==> config.mk <==
export PLATFORM = sky130hd
export DESIGN_NAME = turbo_ecc_sched
export DESIGN_NICKNAME = d
export VERILOG_FILES = /design/src/rtl/turbo_ecc_sched.sv
export SDC_FILE = /design/constraint.sdc
export NUM_CORES = 1
export LEC_CHECK = 0
export BUFFER_PORTS_ARGS = -buffer_cell sky130_fd_sc_hd__buf_4
export CAP_MARGIN = 20
export CORE_ASPECT_RATIO = 0.9
export CORE_UTILIZATION = 45
export CTS_CLUSTER_SIZE = 16
export DETAILED_ROUTE_END_ITERATION = 8
export GPL_TIMING_DRIVEN = 0
export PLACE_DENSITY = 0.91
export SLEW_MARGIN = 20
export SYNTH_ARGS = -nofsm -noshare
export SYNTH_HDL_FRONTEND = slang
export SYNTH_SLANG_ARGS = --single-unit
==> constraint.sdc <==
create_clock -name clk -period 2.2 [get_ports clk]
set_input_delay 0 -clock clk [delete_from_list [all_inputs] [get_ports clk]]
set_output_delay 0 -clock clk [all_outputs]
set_load 0.03 [all_outputs]
==> src/rtl/turbo_ecc_sched.sv <==
`default_nettype none
// ============================================================================
// Module   : turbo_ecc_sched
// Purpose  : Round-robin scheduler sharing one turbo_ecc encode/decode engine
//            between two requester ports. One job is in flight at a time; the
//            engine result is captured after a fixed latency and returned on a
//            single response channel tagged with the originating port.
// Revision : 1.0 - initial release
// ============================================================================
module turbo_ecc_sched #(
  parameter int DATA_WIDTH     = 8,
  parameter int CODEWORD_WIDTH = 24,
  parameter int ENG_LATENCY    = 1
) (
  input  logic                      clk,
  input  logic                      rst_n,
  // requester side
  input  logic [1:0]                req_valid,
  output logic [1:0]                req_ready,
  input  logic                      req_op0,
  input  logic                      req_op1,
  input  logic [CODEWORD_WIDTH-1:0] req_data0,
  input  logic [CODEWORD_WIDTH-1:0] req_data1,
  // response side
  output logic                      rsp_valid,
  input  logic                      rsp_ready,
  output logic                      rsp_port,
  output logic                      rsp_op,
  output logic [CODEWORD_WIDTH-1:0] rsp_data,
  output logic                      rsp_err_det,
  output logic                      rsp_err_cor,
  // engine side
  output logic                      eng_encode_en,
  output logic                      eng_decode_en,
  output logic [DATA_WIDTH-1:0]     eng_data_in,
  output logic [CODEWORD_WIDTH-1:0] eng_codeword_in,
  input  logic [CODEWORD_WIDTH-1:0] eng_codeword_out,
  input  logic [DATA_WIDTH-1:0]     eng_data_out,
  input  logic                      eng_error_detected,
  input  logic                      eng_error_corrected,
  input  logic                      eng_valid_out,
  // status
  output logic                      busy,
  output logic                      eng_fault
);

  // Value loaded into the latency counter when the engine is strobed.
  localparam logic [3:0] c_lat_load = 4'(ENG_LATENCY);

  typedef enum logic [1:0] {
    IDLE  = 2'd0,
    ISSUE = 2'd1,
    WAIT  = 2'd2,
    RESP  = 2'd3
  } state_t;

  state_t                    state_q, state_d;
  logic                      rr_q, rr_d;        // preferred port on contention
  logic                      port_q, port_d;
  logic                      op_q, op_d;
  logic [CODEWORD_WIDTH-1:0] data_q, data_d;
  logic [3:0]                cnt_q, cnt_d;
  logic                      rsp_port_q, rsp_port_d;
  logic                      rsp_op_q, rsp_op_d;
  logic [CODEWORD_WIDTH-1:0] rsp_data_q, rsp_data_d;
  logic                      rsp_det_q, rsp_det_d;
  logic                      rsp_cor_q, rsp_cor_d;
  logic                      fault_q, fault_d;
  logic [1:0]                gnt;

  // Arbitration: a lone valid port wins; on contention the preferred port wins.
  always_comb begin
    gnt = req_valid;
    if (req_valid == 2'b11) begin
      gnt = rr_q ? 2'b10 : 2'b01;
    end
  end

  // Accept only from IDLE and never while reset is asserted.
  assign req_ready = (state_q == IDLE && rst_n) ? gnt : 2'b00;

  // Next-state, job latch, response capture and engine strobes.
  always_comb begin
    state_d       = state_q;
    rr_d          = rr_q;
    port_d        = port_q;
    op_d          = op_q;
    data_d        = data_q;
    cnt_d         = cnt_q;
    rsp_port_d    = rsp_port_q;
    rsp_op_d      = rsp_op_q;
    rsp_data_d    = rsp_data_q;
    rsp_det_d     = rsp_det_q;
    rsp_cor_d     = rsp_cor_q;
    fault_d       = fault_q;
    eng_encode_en = 1'b0;
    eng_decode_en = 1'b0;
    case (state_q)
      IDLE: begin
        if (|req_ready) begin
          port_d  = req_ready[1];
          op_d    = req_ready[1] ? req_op1 : req_op0;
          data_d  = req_ready[1] ? req_data1 : req_data0;
          rr_d    = ~req_ready[1];
          state_d = ISSUE;
        end
      end
      ISSUE: begin
        eng_encode_en = ~op_q;
        eng_decode_en = op_q;
        cnt_d         = c_lat_load;
        state_d       = WAIT;
      end
      WAIT: begin
        cnt_d = cnt_q - 4'd1;
        if (cnt_q == 4'd1) begin
          rsp_port_d = port_q;
          rsp_op_d   = op_q;
          if (!op_q) begin
            rsp_data_d = eng_codeword_out;
            rsp_det_d  = 1'b0;
            rsp_cor_d  = 1'b0;
            // An encode result without the engine's valid flag is a protocol
            // fault; the (possibly stale) result is still handed back.
            if (!eng_valid_out) begin
              fault_d = 1'b1;
            end
          end else begin
            rsp_data_d = CODEWORD_WIDTH'(eng_data_out);
            rsp_det_d  = eng_error_detected;
            rsp_cor_d  = eng_error_corrected;
          end
          state_d = RESP;
        end
      end
      RESP: begin
        if (rsp_ready) begin
          state_d = IDLE;
        end
      end
      default: state_d = IDLE;
    endcase
  end

  // State and datapath registers with synchronous active-low reset.
  always_ff @(posedge clk) begin
    if (!rst_n) begin
      state_q    <= IDLE;
      rr_q       <= 1'b0;
      port_q     <= 1'b0;
      op_q       <= 1'b0;
      data_q     <= '0;
      cnt_q      <= 4'd0;
      rsp_port_q <= 1'b0;
      rsp_op_q   <= 1'b0;
      rsp_data_q <= '0;
      rsp_det_q  <= 1'b0;
      rsp_cor_q  <= 1'b0;
      fault_q    <= 1'b0;
    end else begin
      state_q    <= state_d;
      rr_q       <= rr_d;
      port_q     <= port_d;
      op_q       <= op_d;
      data_q     <= data_d;
      cnt_q      <= cnt_d;
      rsp_port_q <= rsp_port_d;
      rsp_op_q   <= rsp_op_d;
      rsp_data_q <= rsp_data_d;
      rsp_det_q  <= rsp_det_d;
      rsp_cor_q  <= rsp_cor_d;
      fault_q    <= fault_d;
    end
  end

  assign rsp_valid       = (state_q == RESP);
  assign rsp_port        = rsp_port_q;
  assign rsp_op          = rsp_op_q;
  assign rsp_data        = rsp_data_q;
  assign rsp_err_det     = rsp_det_q;
  assign rsp_err_cor     = rsp_cor_q;
  assign eng_data_in     = data_q[DATA_WIDTH-1:0];
  assign eng_codeword_in = data_q;
  assign busy            = (state_q != IDLE);
  assign eng_fault       = fault_q;

endmodule
`default_nettype wire

Word level (Yosys, flattened, before mapping)
Index checks and enable logic that the tools add are counted.
Word-level totals
  bits in latches: 0
  memories: 0
  bits in registers: 62
  input port bits: 90
  memory bits (writable): 0
  ROM bits: 0
  output and inout bits: 67
Cells by class
  muxes and demuxes: 15
  div/mod/pow operators: 0
  bitwise gates (word level): 3
  reduce and logical (&&, ||, !) cells: 9
  order comparisons: 0
  shift-type cells: 0
  $mul: 0
  equality and inequality tests: 8
  add/sub/neg operators: 1
Operators by type and width (count)
  24-bit two-way mux: 2
  2-bit two-way mux: 6
  2-bit one-hot mux with 4 select lines: 1
  4-bit one-hot mux with 2 select lines: 1
  2-bit == test, second input constant: 3
  1-bit two-way mux: 5
  4-bit by 1-bit == test with 1-bit output, second input constant: 1
  2-bit by 1-bit != test with 1-bit output, second input constant: 2
  2-bit AND reduction: 2
  4-bit AND reduction: 1
  2-bit nonzero test: 2
  4-bit by 1-bit subtractor with 4-bit output, second input constant: 1
  1-bit inverter: 3
  3-bit AND reduction: 1
  2-bit by 1-bit == test with 1-bit output, second input constant: 1
  2-bit logical NOT: 1
  2-bit != test, second input constant: 1
  2-bit OR reduction: 1
  1-bit logical AND: 1

Longest topological paths before layout
  depth after elaboration: 6
  gate-level depth with buffers: 8
  gate-level depth less buffers: 5

Worst setup path after synthesis
No wires, ideal clock.
  path kind: register -> register
  from: register state_q[0]
  to: register fault_q (netlist: eng_fault)
  arrival time: 1416 ps
  data required time: 2072 ps
  path buffers: 3
  setup slack: 656 ps
  cell stages (with the launch flop): 9
  cell sequence: dfxtp_1 > inv_1 > ha_1 > buf_2 > and4bb_1 > buf_4 > buf_2 > a21oi_1 > nor2_1
Between the ends
  word-level cells in the longest chain between the ends: 2
Ends and longest elaborated chain
  from (decl): line 57  | state_t state_q, state_d;
  from (signal assigned): line 161  | state_q <= state_d;
  2-bit == test: line 98  | case (state_q)
  4-bit AND reduction (no source line)
  to (signal assigned): line 172  | fault_q <= fault_d;
  to (decl): line 68  | logic fault_q, fault_d;
Every way passes these cells.
A chain may end at the register's enable or synchronous reset.

Worst setup path in the final report
  from: register state_q[0]
  to: output port req_ready[0]
Between the ends
  word-level cells in the longest chain between the ends: 3
Ends and longest elaborated chain
  2-bit logical NOT: line 80  | assign req_ready = (state_q == IDLE && rst_n) ? gnt : 2'b00;
  1-bit logical AND: line 80
  2-bit two-way mux: line 80
  to (decl): line 19  | output logic [1:0] req_ready,
Every way passes these cells.

==> impl_metrics.toml <==
[power]
pwr-share-comb_pct = 43.8
p_int_mw = 2.54
seq_power_share_pct = 32.8
p_sw_mw = 1.71
p_sw_share_pct = 40.2
pwr-share-clk_pct = 23.4
max-vdd-ir-drop_uv = 556
p_leak_nw = 2.18
power_density_nw_per_um2 = 848

[timing]
drv_slew = 0
skew_ns = 0.0124
hold_viol = 0
max_slew_margin_pct = 63.4
worst_pin_slew_ns = 0.549
post-route-period-util_pct = 93.2
setup_tns_ns = 0
fin_crit_ns = 2.05
rsz0062_at_grt = "false"
setup_viol = 0
timing.fmax_ghz = 0.488

[setup_path]
max_stage_delay_ns = 0.45
endpoint_kind = "primary output"
cp.arrival_ns = 2.05
cp.required_ns = 2.20
crit_path_cell_trace = "inv_1 -> ha_1 -> buf_2 -> clkbuf_1 -> and3_1 -> buf_4"
start_kind = "flop"
cp_max_fo = 10
cp_slowest_cell = "clkbuf_1"
path_class = "reg2out"

[synthesis]
synth_top_cell_area_share_pct = 43.0
avgSynthCellArea_um2 = 8.38
synth_area_um2 = 2880
yosys.area.top_type = "dfxtp_1"
synth_nets = 441
ys_types = 34
seq_area_frac_synth_pct = 43.0
synth_area_leaders = "dfxtp_1, nand2_1, a31oi_1"
ys_seq_elements = 62
ys_warn_count = 0
syn_inst = 344

[clocking]
tritoncts = "done"
clock_path_buffers = 2
root_buffer = "clkbuf_8"
path_clk_slew_ns = 0.08
cts_buffers = 9
ctsResizeCount = 0
clock-sinks = 62
clk_latency_ns = 0.35
h-tree-depth = 3

[grt]
first_global_vias = 3657
gr-total-overflow = 0
grt_pass1_wl_um = 18100
antenna_found_initial = 0
grt_start_max_net_pins = 11
grtUsageTotal_pct = 35.4

[floorplanning]
core_um2 = 6150
die_h_um = 77.9
die_w_um = 86.4
io_pins = 157
dieArea_um2 = 6730
placementRows = 27
start_util_pct = 46.9

[placed_design]
io_buffer_count = 156
dp_hpwl_um = 6910
place.gp.congestion = 0.897

[route]
first_pass_iters = 5
drc = 0
vias_per_cell = 5.69
drt_iter0_drc = 348
drt-total-wl_um = 12200
ant_nets = 0
num_vias = 3804
wl_per_cell_um = 18.3

[layout]
regArea_um2 = 1240
finalCoreUtilization_pct = 81.5
multiInputGateArea_um2 = 1390
n_fill_cell = 349
nets = 673
area_growth_pct = 73.8
drive_above_1_share_pct = 34.8

[flow_run]
maxCapViolCount = 0

[outcome]
status = "completed"

[worst_hold_path]
min_path_type = "in2reg"
power groups by stage:
stage               sequential, mW  combinational [mW]  clock, mW
finish                        1.40                1.86      0.993
detailed placement            1.40                1.68          0
CTS                           1.38                1.78      0.986
global placement              1.39                1.63          0
global route                  1.41                1.95       1.04
floorplan                     1.59               0.873          0
flip-flops by register name, summed over array words and instances (netlist names):
name and flops:
rsp_err_det 1, op_q 1, rr_q 1, eng_codeword_in 24, rsp_err_cor 1, state_q 2, cnt_q 4, rsp_port 1
rsp_op 1, eng_fault 1, rsp_data 24, port_q 1
layout by cell type (no fill, tap or decap), types with 7 or more instances in the layout:
master	count
a21oi_1	23
ha_1	7
nor2_1	16
a211oi_1	12
nand3b_1	16
clkbuf_8	13
nand3_1	24
buf_4	169
mux2i_1	10
a31oi_1	21
nand2_1	50
dfxtp_1	62
nand4_1	21
dlygate4sd3_1	65
o21ai_0	7
clkbuf_1	15
buf_2	13
routing by layer:
layer	vias up	track usage, %	wire length, µm
met5	-	0	0
met3	76	8.19	989
met4	0	22.5	696
met2	275	61.7	6160
met1	1770	38.4	4380
li1	1683	-	-
kinds of logic (layout without fill, tap and decap cells):
kind of cell | count (synthesis) | count (layout) | synth area share, %
AND/OR/NAND/NOR | 146 | 146 | 26.6
adder cells (fa/ha/maj) | 7 | 7 | 3.04
flip-flops | 62 | 62 | 43.0
AO/OA/AOI/OAI | 70 | 70 | 15.2
multiplexers | 10 | 10 | 3.47
other | 0 | 1 | 0
buffers and inverters | 49 | 286 | 8.63
per-stage QoR:
stage                     cell area (µm²)  hold WS [ns]  setup slack [ns]  total power [mW]  std cells
after floorplan                      2880         0.164             0.656              2.47        344
after global placement               4160         0.284             0.446              3.02        587
after detailed placement             4160         0.292             0.404              3.08        587
after CTS                            5000      0.000761             0.219              4.15        667
after global routing                 5010        0.0102            0.0597              4.41        668
final                                5010       0.00592             0.149              4.25        669
critical path, delay by kind of cell (launching register included):
kind | cells | cell delay [ns]
buffers and inverters | 4 | 0.98
adders and majority gates | 1 | 0.14
DFF | 1 | 0.35
and+or+nand+nor | 1 | 0.25
synthesized netlist by cell type:
master and count:
or3b_1 1, o22ai_1 1, mux2i_1 10, nand2b_1 1, dfxtp_1 62, a21oi_1 23, nor3_1 2, inv_1 6
nand3_1 24, o211ai_2 1, and4b_1 4, a32oi_1 1, o211a_1 1, o21ai_1 1, o21ai_0 7, nand4b_1 1
nor2_1 16, a211oi_1 12, nand4_1 21, and3_1 2, nand3b_1 16, clkbuf_1 14, a31oi_1 21, nand4bb_1 1
nand2_1 50, and2_1 3, buf_2 13, a221oi_2 1, buf_4 13, ha_1 7, a32o_1 1, inv_2 3
and4bb_1 1, nor2b_1 3
repair_timing:
| item | CTS | global route |
|---|---|---|
| endpoints found under the hold margin | 44 | 1 |
| setup buffers | 0 | 0 |
| hold buffers | 64 | 1 |
path summary, 6_finish.rpt:
kind / start / endpoint / slack, ns / cells after the start
min reg2reg: rsp_data[13] / rsp_data[13] / 0.45 / 2
min: eng_codeword_out[0] / rsp_data[0] / 0.006 / 3
max reg2reg: state_q[0] / eng_codeword_in[12] / 0.20 / 8
max: state_q[0] / req_ready[0] / 0.15 / 6
cell type report:
type,count,share of cell area (%)
repair buffers,221,36.3
multi-input cells,233,27.8
flip-flops and latches,62,24.8
plain buffers,40,4.29
clock buffers,14,3.64
well taps,87,2.17
inverters,9,0.674
clock inverters,2,0.275
diodes,1,0.0499
(Power assumes the default switching activity.)
